$ cat config.mk
export PLATFORM = sky130hd
export DESIGN_NAME = call_ret_ctrl_flat
export DESIGN_NICKNAME = d
export VERILOG_FILES = /design/src/rtl/call_ret_ctrl_pkg.sv /design/src/rtl/call_ret_ctrl_if.sv /design/src/rtl/call_ret_ctrl.sv /design/src/flat_wrapper.sv
export SDC_FILE = /design/constraint.sdc
export NUM_CORES = 1
export LEC_CHECK = 0
export ABC_AREA = 1
export CAP_MARGIN = 20
export CORE_MARGIN = 1
export CORE_UTILIZATION = 28
export CTS_BUF_LIST = sky130_fd_sc_hd__clkbuf_4
export DETAILED_ROUTE_END_ITERATION = 8
export HOLD_SLACK_MARGIN = 0.05
export PLACE_DENSITY_LB_ADDON = 0.25
export SLEW_MARGIN = 15
export SYNTH_ARGS = -nofsm -noshare
export SYNTH_HDL_FRONTEND = slang
export SYNTH_SLANG_ARGS = --single-unit
export TNS_END_PERCENT = 20
$ cat constraint.sdc
create_clock -name clk -period 1.85 [get_ports clk]
set_input_delay 0.37 -clock clk [delete_from_list [all_inputs] [get_ports clk]]
set_output_delay 0.37 -clock clk [all_outputs]
set_load 0.05 [all_outputs]
$ cat src/rtl/call_ret_ctrl_pkg.sv
// Shared types and constants for the call/return PC sequencer
// and the return-address stack it drives.
package call_ret_ctrl_pkg;

    localparam int PC_WIDTH = 32;
    localparam int STACK_DEPTH = 32;
    localparam logic [PC_WIDTH-1:0] RESET_PC = '0;

    typedef enum logic {
        RUN,
        RET_WAIT
    } state_t;

    typedef enum logic [2:0] {
        CF_RET,
        CF_CALL,
        CF_JUMP,
        CF_BR,
        CF_SEQ
    } cf_t;

    // Flags may overlap; the first match wins.
    function automatic cf_t cf_decode(
        input logic r,
        input logic c,
        input logic j,
        input logic b
    );
        cf_t cf;
        priority case (1'b1)
            r: cf = CF_RET;
            c: cf = CF_CALL;
            j: cf = CF_JUMP;
            b: cf = CF_BR;
            default: cf = CF_SEQ;
        endcase
        return cf;
    endfunction

endpackage

$ cat src/rtl/call_ret_ctrl_if.sv
// Decode-side and stack-side signals of the PC sequencer.
interface call_ret_ctrl_if #(
    parameter int PC_W = 32,
    parameter int DEPTH = 32
);
    logic                     instr_valid;
    logic                     is_call;
    logic                     is_ret;
    logic                     is_jump;
    logic                     br_taken;
    logic [PC_W-1:0]          target;
    logic [PC_W-1:0]          stack_out;
    logic [PC_W-1:0]          pc;
    logic                     stall;
    logic                     stack_push;
    logic                     stack_pop;
    logic [PC_W-1:0]          stack_in;
    logic [$clog2(DEPTH):0]   depth;
    logic                     ovf_err;
    logic                     unf_err;

    modport master (
        output instr_valid, is_call, is_ret, is_jump, br_taken,
        output target, stack_out,
        input  pc, stall, stack_push, stack_pop, stack_in,
        input  depth, ovf_err, unf_err
    );

    modport slave (
        input  instr_valid, is_call, is_ret, is_jump, br_taken,
        input  target, stack_out,
        output pc, stall, stack_push, stack_pop, stack_in,
        output depth, ovf_err, unf_err
    );
endinterface

$ cat src/rtl/call_ret_ctrl.sv
// PC sequencer feeding the return-address stack; tracks a shadow
// stack depth so dropped pushes/pops are flagged.
module call_ret_ctrl #(
    parameter int PC_W = call_ret_ctrl_pkg::PC_WIDTH,
    parameter int DEPTH = call_ret_ctrl_pkg::STACK_DEPTH,
    parameter logic [PC_W-1:0] RESET_PC = PC_W'(call_ret_ctrl_pkg::RESET_PC)
) (
    input logic              clk,
    input logic              rst_n,
    call_ret_ctrl_if.slave   bus
);
    import call_ret_ctrl_pkg::*;

    localparam int DW = $clog2(DEPTH) + 1;

    state_t          state, state_n;
    logic [PC_W-1:0] pc, pc_n, pc_inc;
    logic [DW-1:0]   depth, depth_n;
    logic            ovf, ovf_n;
    logic            unf, unf_n;
    logic            push, pop;
    logic            full;
    cf_t             cf;

    assign pc_inc = pc + PC_W'(1);
    assign full   = (depth == DW'(DEPTH));
    assign cf     = cf_decode(bus.is_ret, bus.is_call,
                              bus.is_jump, bus.br_taken);

    always_comb begin
        state_n = state;
        pc_n    = pc;
        depth_n = depth;
        ovf_n   = ovf;
        unf_n   = unf;
        push    = 1'b0;
        pop     = 1'b0;
        if (state == RET_WAIT) begin
            pc_n    = bus.stack_out;
            state_n = RUN;
        end else if (bus.instr_valid) begin
            unique case (cf)
                CF_RET: begin
                    if (depth != '0) begin
                        pop     = 1'b1;
                        depth_n = depth - DW'(1);
                        state_n = RET_WAIT;
                    end else begin
                        unf_n = 1'b1;
                        pc_n  = pc_inc;
                    end
                end
                CF_CALL: begin
                    pc_n = bus.target;
                    if (!full) begin
                        push    = 1'b1;
                        depth_n = depth + DW'(1);
                    end else begin
                        ovf_n = 1'b1;
                    end
                end
                CF_JUMP, CF_BR: pc_n = bus.target;
                default:        pc_n = pc_inc;
            endcase
        end
    end

    always_ff @(posedge clk or negedge rst_n) begin
        if (!rst_n) begin
            state <= RUN;
            pc    <= RESET_PC;
            depth <= '0;
            ovf   <= 1'b0;
            unf   <= 1'b0;
        end else begin
            state <= state_n;
            pc    <= pc_n;
            depth <= depth_n;
            ovf   <= ovf_n;
            unf   <= unf_n;
        end
    end

    assign bus.pc         = pc;
    assign bus.stall      = (state == RET_WAIT);
    assign bus.stack_push = push;
    assign bus.stack_pop  = pop;
    assign bus.stack_in   = pc_inc;
    assign bus.depth      = depth;
    assign bus.ovf_err    = ovf;
    assign bus.unf_err    = unf;

endmodule

$ cat src/flat_wrapper.sv
// flat-port wrapper written by rule: the top's interface ports become plain ports
module call_ret_ctrl_flat import call_ret_ctrl_pkg::*;
#(
    parameter int PC_W = call_ret_ctrl_pkg::PC_WIDTH,
    parameter int DEPTH = call_ret_ctrl_pkg::STACK_DEPTH,
    parameter logic [PC_W-1:0] RESET_PC = PC_W'(call_ret_ctrl_pkg::RESET_PC)
)
  (clk, rst_n, bus_instr_valid, bus_is_call, bus_is_ret, bus_is_jump, bus_br_taken, bus_target, bus_stack_out, bus_pc, bus_stall, bus_stack_push, bus_stack_pop, bus_stack_in, bus_depth, bus_ovf_err, bus_unf_err);
  call_ret_ctrl_if #(.PC_W(PC_W), .DEPTH(DEPTH)) bus_i ();
  input logic clk;
  input logic rst_n;
  input wire logic [$bits(bus_i.instr_valid)-1:0] bus_instr_valid;
  input wire logic [$bits(bus_i.is_call)-1:0] bus_is_call;
  input wire logic [$bits(bus_i.is_ret)-1:0] bus_is_ret;
  input wire logic [$bits(bus_i.is_jump)-1:0] bus_is_jump;
  input wire logic [$bits(bus_i.br_taken)-1:0] bus_br_taken;
  input wire logic [$bits(bus_i.target)-1:0] bus_target;
  input wire logic [$bits(bus_i.stack_out)-1:0] bus_stack_out;
  output wire logic [$bits(bus_i.pc)-1:0] bus_pc;
  output wire logic [$bits(bus_i.stall)-1:0] bus_stall;
  output wire logic [$bits(bus_i.stack_push)-1:0] bus_stack_push;
  output wire logic [$bits(bus_i.stack_pop)-1:0] bus_stack_pop;
  output wire logic [$bits(bus_i.stack_in)-1:0] bus_stack_in;
  output wire logic [$bits(bus_i.depth)-1:0] bus_depth;
  output wire logic [$bits(bus_i.ovf_err)-1:0] bus_ovf_err;
  output wire logic [$bits(bus_i.unf_err)-1:0] bus_unf_err;
  assign bus_i.instr_valid = bus_instr_valid;
  assign bus_i.is_call = bus_is_call;
  assign bus_i.is_ret = bus_is_ret;
  assign bus_i.is_jump = bus_is_jump;
  assign bus_i.br_taken = bus_br_taken;
  assign bus_i.target = bus_target;
  assign bus_i.stack_out = bus_stack_out;
  assign bus_pc = bus_i.pc;
  assign bus_stall = bus_i.stall;
  assign bus_stack_push = bus_i.stack_push;
  assign bus_stack_pop = bus_i.stack_pop;
  assign bus_stack_in = bus_i.stack_in;
  assign bus_depth = bus_i.depth;
  assign bus_ovf_err = bus_i.ovf_err;
  assign bus_unf_err = bus_i.unf_err;
  call_ret_ctrl #(.PC_W(PC_W), .DEPTH(DEPTH), .RESET_PC(RESET_PC)) u_core (.clk(clk), .rst_n(rst_n), .bus(bus_i));
endmodule
Yosys cells after proc, flatten, opt, wreduce, memory -nomap -nowiden
Cells that the tools add are included.
Widths: inputs -> output; s select.

operators by class
  muxes and demuxes = 19
  multiply operators = 0
  eq/ne operators = 7
  shift-type cells = 0
  bitwise logic cells = 2
  reductions and logical operators = 9
  $lt $le $gt $ge = 0
  div/mod/pow operators = 0
  add/sub/neg operators = 3

operator list
  operator               number
  $mux 32                3
  $pmux 32 s2            1
  $add 32x1->32 const B  1
  $mux 3                 4
  $mux 6                 2
  $pmux 6 s2             1
  $mux 1                 8
  $reduce_and 4->1       2
  $add 6x1->6 const B    1
  $eq 3x2->1 const B     2
  $eq 6x6->1 const B     1
  $reduce_bool 6->1      1
  $sub 6x1->6 const B    1
  $reduce_and 5->1       1
  $reduce_bool 2->1      2
  $eq 3x1->1 const B     1
  $logic_not 3->1        1
  $ne 3x2->1 const B     1
  $reduce_or 3->1        1
  $ne 2x1->1 const B     1
  $ne 2x2->1 const B     1
  $not 1->1              2
  $reduce_and 2->1       1

storage, ports and cells
  register bits after elaboration = 41
  bits in writable memories = 0
  latch bits = 0
  logic and storage cells = 45
  memory bits (read-only) = 0
  memories = 0
  input bits = 71
  output and inout bits = 75

Depth between registers and ports, before layout
Gate-level depths: netlist of run 1.

  depth in word-level cells = 9
  depth in mapped cells = 12
  mapped depth without buffers = 12

Worst setup path after synthesis of run 1
Ideal clock, no wire load.

  path type = reg2out
  start = register u_core.pc[0], in the netlist u_core.bus.pc[0]
  end = output bus_stack_in[9]
  data arrival time = 2,361 ps
  path slack = -881 ps
  stages on the path, launching flop included = 6
  data required time = 1,480 ps
  buffers on the path = 0
  cells stage by stage = dfrtp_1 > inv_1 > nor2_4 > nand2_4 > nor2_4 > xor2_1

on the way
  word-level cells in the longest chain between the ends = 1

RTL lines
  what                    RTL line             source
  from (decl)             call_ret_ctrl.sv:17  logic [PC_W-1:0] pc, pc_n, pc_inc;
  from (signal assigned)  call_ret_ctrl.sv:77  pc <= pc_n;
  $add 32x1->32           call_ret_ctrl.sv:25  assign pc_inc = pc + PC_W'(1);
  to (decl)               flat_wrapper.sv:23   output wire logic [$bits(bus_i.stack_in)-1:0] bus_stack_in;

No other way between the ends.

Final worst setup path of run 1
  start = register u_core.pc[0], in the netlist u_core.bus.pc[0]
  end = output bus_stack_in[16]

The elaborated chain is that of the path after synthesis.

==> results of run 1 <==
## area by class of cell
type	instances	area, sq um	area share (%)
Inverter	36	139	2.18
Tap cell	168	210	3.29
Clock buffer	5	37.5	0.588
Clock inverter	3	12.5	0.196
Sequential cell	41	1040	16.4
Multi-Input combinational cell	487	2630	41.2
Timing Repair Buffer	215	2310	36.1
## cell usage after synthesis, types with 5 or more instances
cell type,number
a21oi_1,27
and2_1,8
buf_2,8
clkbuf_1,5
dfrtp_1,41
ha_1,5
inv_1,33
nand2_1,249
nand2_2,7
nand3_1,28
nand3b_1,7
nor2_1,100
nor2_4,9
o21ai_0,5
xnor2_1,6
xor2_1,10
## cell families after synthesis
family / after synthesis / share of synthesized area, %
AOI/OAI and AO/OA: 41 / 6.53
xor gates and xnor gates: 19 / 5.27
adders and majority gates: 6 / 2.30
buffers and inverters: 55 / 7.02
DFF: 41 / 28.6
and+or+nand+nor: 421 / 50.3
## power by group
part / switching, mW / internal, mW / leakage, nW
sequential: 0.443 / 1.30 / 0.494
clock: 0.339 / 0.138 / 0.0300
combinational: 4.82 / 3.32 / 2.58
total: 5.61 / 4.76 / 3.11
## final timing paths
path,cells past startpoint,end,slack [ps]
worst min-delay path,2,u_core.bus.pc[7],410
worst max register to register,12,u_core.bus.pc[10],60
worst max-delay path,8,bus_stack_in[16],-460
max in group asynchronous,3,u_core.bus.depth[1],900
worst min register to register,1,u_core.bus.ovf_err,500
min in group clk,1,u_core.bus.ovf_err,500
## critical path, delay by kind of cell, from the launching register on
kind / cells / cell delay [ps]
buffers and inverters: 2 / 320
xor gates and xnor gates: 1 / 170
and+or+nand+nor: 4 / 440
DFF: 1 / 480
adders and majority gates: 1 / 150
## layer usage
| metal | up-vias | part of all wire [%] | GRT usage [%] |
|---|---|---|---|
| li1 | 2207 | - | - |
| met1 | 1989 | 42 | 23.8 |
| met2 | 154 | 49 | 36.0 |
| met3 | 21 | 7.3 | 4.69 |
| met4 | 0 | 1.8 | 4.85 |
| met5 | - | 0 | 0 |
## state kept, by name, summed over array words and instances, names as in the netlist
signal              count
u_core.bus.stall        1
u_core.bus.depth        6
u_core.bus.pc          32
u_core.bus.ovf_err      1
u_core.bus.unf_err      1
## stage by stage
stage | hold WS [ps] | instances | area (sq um) | setup slack, ps | utilization (%)
4_1_cts | 410 | 952 | 6330 | -514 | 51.6
5_1_grt | 410 | 955 | 6380 | -563 | 52.1
3_3_place_gp | 261 | 938 | 6130 | -379 | 50.0
2_1_floorplan | 74.4 | 583 | 3800 | -298 | -
6_report | 406 | 955 | 6380 | -455 | 52.1
3_5_place_dp | 272 | 938 | 6130 | -565 | 50.0
## what timing repair did
| action | CTS | global route |
|---|---|---|
| hold buffers | 1 | 0 |
| gates resized for setup | 20 | 10 |
| pin swaps | 16 | 17 |
| cloned | 0 | 0 |
| buffers inserted | 5 | 3 |
| endpoints found under the setup margin | 36 | 44 |
| hold endpoints to repair | 10 | 0 |
==> impl_results.md, run 1 <==
* H-tree Lvls at 2
* Nature of the critical path endpoint: output port
* Data required, critical path at 1480 ps
* Max-cap violations at 0
* Antenna diodes at 0
* Max Fclk at 434 MHz
* Post-synthesis register bit count at 41
* PortBufs at 145
* Syn_area_per_cell at 6.15 sq um
* Vias per cell at 4.58
* Overflow after GRT at 0
* GRT Util Overall at 20.0%
* Initial antenna violation count at 0
* Fin Setup TNS at -11,070 ps
* 1st-pass router iterations at 5
* Post-synth top area share at 28.6%
* CTS Sinks at 41
* Worst-path cell chain: ha_4 > nand2_4 > nor2_4 > nand2_4 > nor2_4 > buf_4 > xor2_4 > buf_12
* Worst setup margin at -455 ps
* Clock root buffer: clkbuf_4
* Worst setup SP type: register
* Hold WC Path Type: in2async
* Syn nets at 660
* Crit path from: u_core.bus.pc[0]
* Top cells by area, synth: dfrtp_1, nand2_1, nor2_1
* Pwr Total at 10.4 mW
* Leakage power at 3.11 nW
* DR iter-0 viols at 190
* Post-synth EDFFs at 0
* Worst slew pin tran at 454 ps
* Final Setup Violations at 35
* Starting Density at 29.2%
* Commonest non-fill, non-tap cells in the layout: nand2_1, buf_4, nor2_1
* Post-synthesis sequential area ratio at 28.6%
* Synth unique cells at 34
* VDD IR max at 0.00107 V
* Slowest cell on crit path: dfrtp_4
* CTS tree: yes
* Slew margin rel. at 69.8%
* Vias at 4,371
* Total Die Area at 13,300 sq um
* Core area at 12,300 sq um
* Post-DP HPWL at 10.0 mm
* DRC errors left at 0
* RD Place Congestion at 0.826
* Mapped Cells at 583
* Outcome: finished with violations
* Critical path arrival at 1940 ps
* Final period util at 125%
* Routed WL per cell at 13.5 microns
* Failing checks: setup timing
* Cell row count at 40
* Area grow syn2layout at 78.1%
* Wire length of the first global-routing pass at 20.8 mm
* Final-report max-slew violation count at 0
* Boundary Pins at 146
* Worst-Skew Late Latency at 380 ps
* Vias in the first global route at 4,289
* Critical Path Max Stage Delay at 480 ps
* Synthesis Warnings at 0
* Die X-Extent at 115 microns
* Reg clk slew, reported paths at 130 ps
* PwrDens at 1620 nW/um^2
* Share of layout cells above drive strength 1 at 29.6%
* Most common cell after layout, fill and taps aside: nand2_1
* WL final at 12.9 mm
* Post-Synthesis Cell Area at 3580 sq um
* Post-synth ARST share at 100%
* Worst R2R Start: u_core.bus.pc[0]
* CTS buffer count at 5
* Fillers at 1,202
* Die height at 115 microns
* CP Max Fanout at 4
* Endpoints failing hold at 0
* Crit path time final at 2310 ps
* Fin nets at 863
* Clock Skews at 23.8 ps
* Clk buf depth at 2
* Synth area leader: dfrtp_1
* Ys flop type: dfrtp_1
* Routed Antenna Nets at 0
* Unrepaired setup endpoints after global routing: yes
* Largest net degree at the start of global routing at 42
* Kind of critical path: reg2out
Note: power is estimated with default switching activity, not from simulation.
==> run 2: changes to the inputs <==
--- a/config.mk
+++ b/config.mk
@@ -5,10 +5,10 @@
 export SDC_FILE = /design/constraint.sdc
 export NUM_CORES = 1
 export LEC_CHECK = 0
-export ABC_AREA = 1
+export ABC_AREA = 0
 export CAP_MARGIN = 20
 export CORE_MARGIN = 1
-export CORE_UTILIZATION = 28
+export CORE_UTILIZATION = 30
 export CTS_BUF_LIST = sky130_fd_sc_hd__clkbuf_4
 export DETAILED_ROUTE_END_ITERATION = 8
 export HOLD_SLACK_MARGIN = 0.05
==> impl_results.md, run 2 <==
* Outcome: finished with violations
* Failing checks: setup timing
* PwrDens at 1210 nW/um^2
* XOR/XNOR Fraction of Synth Area at 9.04%
* Post-synth top area share at 30.3%
* Max Fclk at 371 MHz
* Post-synthesis sequential area ratio at 30.3%
* Antenna diodes at 0
* Routed Antenna Nets at 0
* CP Max Fanout at 8
* DP Area at 6600 sq um
* Syn nets at 488
* Worst slew pin tran at 532 ps
* Synth Area in Compound Gates at 24.6%
* Core area at 10,900 sq um
* VDD IR max at 0.00105 V
* Ys flop type: dfrtp_1
* Post-synthesis register bit count at 41
* CTS tree: yes
* PortBufs at 145
* Pint at 4.39 mW
* WL final at 13.9 mm
* Die height at 108 microns
* Sw Pwr at 4.30 mW
* Endpoints failing hold at 0
* Hold WC Path Type: in2async
* Non-Filler Cell Area, Final at 7200 sq um
* Post-synth EDFFs at 0
* CTS buffer count at 5
* Comb pwr share at 77.3%
* Kind of critical path: reg2out
* CTS Sinks at 41
* Cell row count at 38
* Starting Density at 31.0%
* Fin nets at 757
* Crit path from: u_core.bus.pc[0]
* Mux contribution to synthesized area at 2.40%
* DRC errors left at 0
* Synthesis Warnings at 0
* Max FFs per register at 32
* Synth unique cells at 66
* Simple-gate share of the synthesized area at 25.8%
* DR iter-0 viols at 213
* Data required, critical path at 1480 ps
* Nature of the critical path endpoint: output port
* Adder-Cell Fraction of Synth Area at 2.44%
* Syn_area_per_cell at 8.25 sq um
* Final Setup Violations at 65
* Critical path arrival at 2330 ps
* RD Place Congestion at 0.837
* Worst setup margin at -845 ps
* Clk buf depth at 2
* Unrepaired setup endpoints after global routing: yes
* Overflow after GRT at 0
* Reg clk slew, reported paths at 130 ps
* Vias at 4,340
* WHS at 500 ps
* Initial antenna violation count at 0
* Leakage power at 3.11 nW
* Placed cells at 794
* Most common cell after layout, fill and taps aside: buf_4
* Area grow syn2layout at 112%
* Clock root buffer: clkbuf_4
* Vias in the first global route at 4,372
* Synth cell count leaders: dfrtp_1, nor2_1, nand2_1
* Commonest non-fill, non-tap cells in the layout: buf_4, clkdlybuf4s50_1, buf_12
* Top cells by area, synth: dfrtp_1, xnor2_1, nor2_1
* Clock Skews at 12.3 ps
* Post-DP HPWL at 10.4 mm
* Post-synth ARST share at 100%
* GRT Util Overall at 24.1%
* Boundary Pins at 146
* Vias per cell at 5.29
* Total Die Area at 11,700 sq um
* H-tree Lvls at 2
* Wire length of the first global-routing pass at 22.1 mm
* Clock group share of total power at 5.8%
* Worst R2R Start: u_core.bus.pc[0]
* Top flop regs: u_core.bus.pc x32, u_core.bus.depth x6
* Share of layout cells above drive strength 1 at 50.8%
* Synth area leader: dfrtp_1
* Post-route non-filler standard cell count at 821
* Sequential Power Share at 16.9%
* Mapped Cells at 411
* R2r setup slk at -490 ps
* Register bank with the most flops: u_core.bus.pc
* Post-Synthesis Cell Area at 3390 sq um
* Largest family of logic cells by synthesized area: simple AND/OR/NAND/NOR gates
* Fin Setup TNS at -23,500 ps
* Final-report max-slew violation count at 0
* Final period util at 146%
* Largest net degree at the start of global routing at 48
* 1st-pass router iterations at 4
* Die X-Extent at 108 microns
* Fraction of power spent switching nets at 49.5%
* Routed WL per cell at 16.9 microns
* Crit path time final at 2700 ps
* Final core utilization at 65.8%
* Slew margin rel. at 64.5%
* Worst-Skew Late Latency at 350 ps
* Max-cap violations at 0
* Worst setup SP type: register
run 2: stage by stage:
step	setup WS, ps	power [mW]
4_1_cts	-838	8.60
3_3_place_gp	-871	7.74
5_1_grt	-915	9.11
3_5_place_dp	-962	7.86
2_1_floorplan	-683	4.99
6_report	-845	8.69
run 2: cells by family after synthesis:
group / after synthesis
XOR/XNOR: 35
AO/OA/AOI/OAI: 116
multiplexers: 7
buffers and inverters: 45
flip-flops: 41
adder cells (fa/ha/maj): 6
AND/OR/NAND/NOR: 161
run 2: layout make-up:
class	count	area, sq um
clock buffers	8	60.1
repair buffers	292	2950
inverters	15	56.3
fillers	862	3740
flip-flops and latches	41	1060
multi-input cells	325	2900
well taps	140	175
run 2: path summary, 6_finish.rpt:
kind | endpoint | cells after the start
setup / recovery | bus_stack_in[30] | 6
hold / removal | u_core.bus.pc[10] | 2
setup reg to reg | u_core.bus.pc[22] | 9
hold reg to reg | u_core.bus.unf_err | 1
max in group asynchronous | u_core.bus.pc[18] | 3
min in group clk | u_core.bus.unf_err | 1
run 2: power by group through the flow:
| stage | clock [mW] | sequential (mW) | combinational, mW |
|---|---|---|---|
| finish | 0.504 | 1.47 | 6.72 |
| floorplan | 0 | 2.67 | 2.32 |
| global placement | 0 | 1.45 | 6.29 |
| global route | 0.555 | 1.51 | 7.05 |
| CTS | 0.520 | 1.45 | 6.63 |
| detailed placement | 0 | 1.47 | 6.39 |
run 2: per-layer routing:
metal	up-vias	part of all wire [%]	track usage (%)	routed length [microns]
met5	-	0	0	0
met2	153	50	41.3	6880
met3	16	6.9	4.22	961
met4	0	1.3	5.69	186
li1	2067	-	-	-
met1	2104	42	31.4	5850
run 2: critical path, cell delays in order (launching register included):
cell,delay (ps)
dfrtp_2,430
ha_4,150
nand4_1,150
or4_4,580
nor3b_4,330
xor2_4,190
buf_12,150
run 2: timing repair:
item                       4_1_cts  5_1_grt
setup endpoints to repair       70       70
hold buffers                     1        0
pin swaps                       27        9
setup buffers                   12        8
resized for setup               67       13
hold endpoints to repair        19        0
==> run 3: changes to the inputs <==
--- a/config.mk
+++ b/config.mk
@@ -12,7 +12,7 @@
 export CTS_BUF_LIST = sky130_fd_sc_hd__clkbuf_4
 export DETAILED_ROUTE_END_ITERATION = 8
 export HOLD_SLACK_MARGIN = 0.05
-export PLACE_DENSITY_LB_ADDON = 0.25
+export PLACE_DENSITY = 0.59
 export SLEW_MARGIN = 15
 export SYNTH_ARGS = -nofsm -noshare
 export SYNTH_HDL_FRONTEND = slang
==> impl_results.md, run 3 (synthesis results as in run 2) <==
* PwrDens at 1230 nW/um^2
* Core area at 10,900 sq um
* Top flop regs: u_core.bus.pc x32, u_core.bus.depth x6
* Worst-path cell chain: ha_4 > nand4_1 > or4_4 > nor3b_4 > xor2_4 > buf_12
* Fraction of power spent switching nets at 48.9%
* GRT Util Overall at 23.8%
* Comb pwr share at 76.2%
* Clock root buffer: clkbuf_4
* Pint at 4.50 mW
* Worst setup margin at -859 ps
* Wire length of the first global-routing pass at 21.7 mm
* WHS at 510 ps
* Cell row count at 38
* DR iter-0 viols at 165
* Outcome: finished with violations
* Leakage power at 3.11 nW
* Boundary Pins at 146
* Final-report max-slew violation count at 0
* Routed Antenna Nets at 0
* PortBufs at 145
* Worst R2R Path Depth at 7
* Final Setup Violations at 62
* Unrepaired setup endpoints after global routing: yes
* Fillers at 924
* Pwr Total at 8.80 mW
* Overflow after GRT at 0
* Kind of critical path: reg2out
* Crit path time final at 2710 ps
* Max-cap violations at 0
* Share of layout cells above drive strength 1 at 50.7%
* Antenna diodes at 0
* Clk buf depth at 2
* Sequential Power Share at 16.5%
* Die height at 108 microns
* Total Die Area at 11,700 sq um
* Placement Setup Slack at -869 ps
* CTS tree: yes
* Reg clk slew, reported paths at 130 ps
* Critical path arrival at 2340 ps
* Register bank with the most flops: u_core.bus.pc
* Max Fclk at 369 MHz
* Clock Skews at 20.1 ps
* Worst hold stages at 1
* Failing checks: setup timing
* Routed WL per cell at 16.8 microns
* Sw Pwr at 4.31 mW
* Non-Filler Cell Area, Final at 7180 sq um
* Critical Path Max Stage Delay at 570 ps
* Slew margin rel. at 56.9%
* WL final at 13.7 mm
* CP Max Fanout at 5
* Worst-Skew Late Latency at 380 ps
* Largest net degree at the start of global routing at 48
* Post-DP HPWL at 10.4 mm
* DRC errors left at 0
* DP Area at 6630 sq um
* 1st-pass router iterations at 4
* Final period util at 146%
* Initial antenna violation count at 0
* Data required, critical path at 1480 ps
* Clock group share of total power at 7.2%
* Commonest non-fill, non-tap cells in the layout: buf_4, clkdlybuf4s50_1, buf_12
* Vias in the first global route at 4,345
* Area grow syn2layout at 112%
* CTS buffer count at 5
* Most common cell after layout, fill and taps aside: buf_4
* Hold WC Path Type: reg2reg
* Slowest cell on crit path: or4_4
* Vias per cell at 5.27
* Vias at 4,298
* Die X-Extent at 108 microns
* Fin nets at 751
* Fin Setup TNS at -21,360 ps
* Worst setup SP type: register
* RD Place Congestion at 0.812
* Max FFs per register at 32
* CTS Sinks at 41
* Endpoints failing hold at 0
* Starting Density at 31.0%
* H-tree Lvls at 2
* Worst slew pin tran at 647 ps
* Nature of the critical path endpoint: output port
* R2r setup slk at -270 ps
* VDD IR max at 0.00101 V
-- run 3: what timing repair did --
item | in CTS | in global routing
gates cloned | 0 | 1
hold buffers | 1 | 0
gates resized for setup | 49 | 32
setup buffers | 2 | 5
setup endpoints to repair | 70 | 70
endpoints found under the hold margin | 23 | 0
pin swaps | 18 | 10
-- run 3: critical path, delay by kind of cell (launching register included) --
kind	cells	cell delay, ps
buf+inv	1	150
fa+ha+maj	1	140
simple gates	3	1060
flops	1	440
xor+xnor	1	190
-- run 3: per-stage QoR --
step,cells,utilization (%)
after floorplan,411,-
after global routing,815,65.7
after global placement,798,60.7
final,815,65.7
after CTS,809,63.8
after detailed placement,798,60.7
-- run 3: power by group through the flow --
stage,Sequential (mW),Combinational (mW),Clock [mW]
after floorplan,2.67,2.32,0
after global placement,1.46,6.32,0
after detailed placement,1.47,6.40,0
after CTS,1.46,6.62,0.647
after global routing,1.50,7.05,0.682
final,1.46,6.71,0.634
-- run 3: area by class of cell --
cell class / instances / area (sq um) / share of cell area, %
timing repair buffer: 285 / 2880 / 40.0
inverter: 15 / 56.3 / 0.784
clock buffer: 6 / 45.0 / 0.627
multi-input combinational: 326 / 2940 / 40.9
clock inverter: 2 / 35.0 / 0.488
tap: 140 / 175 / 2.44
sequential: 41 / 1060 / 14.7
-- run 3: path summary, 6_finish.rpt --
check | start | end
min | u_core.bus.unf_err | u_core.bus.unf_err
min reg2reg | u_core.bus.unf_err | u_core.bus.unf_err
min in group asynchronous | rst_n | u_core.bus.pc[10]
max in group asynchronous | rst_n | u_core.bus.pc[7]
max | u_core.bus.pc[0] | bus_stack_in[30]
max reg2reg | u_core.bus.pc[0] | u_core.bus.pc[30]
-- run 3: metal layers --
| metal | wire [microns] | vias up | global-route usage, % |
|---|---|---|---|
| met4 | 262 | 0 | 5.41 |
| li1 | - | 2052 | - |
| met2 | 6640 | 163 | 41.6 |
| met3 | 1070 | 23 | 4.76 |
| met1 | 5740 | 2060 | 30.2 |
| met5 | 0 | - | 0 |
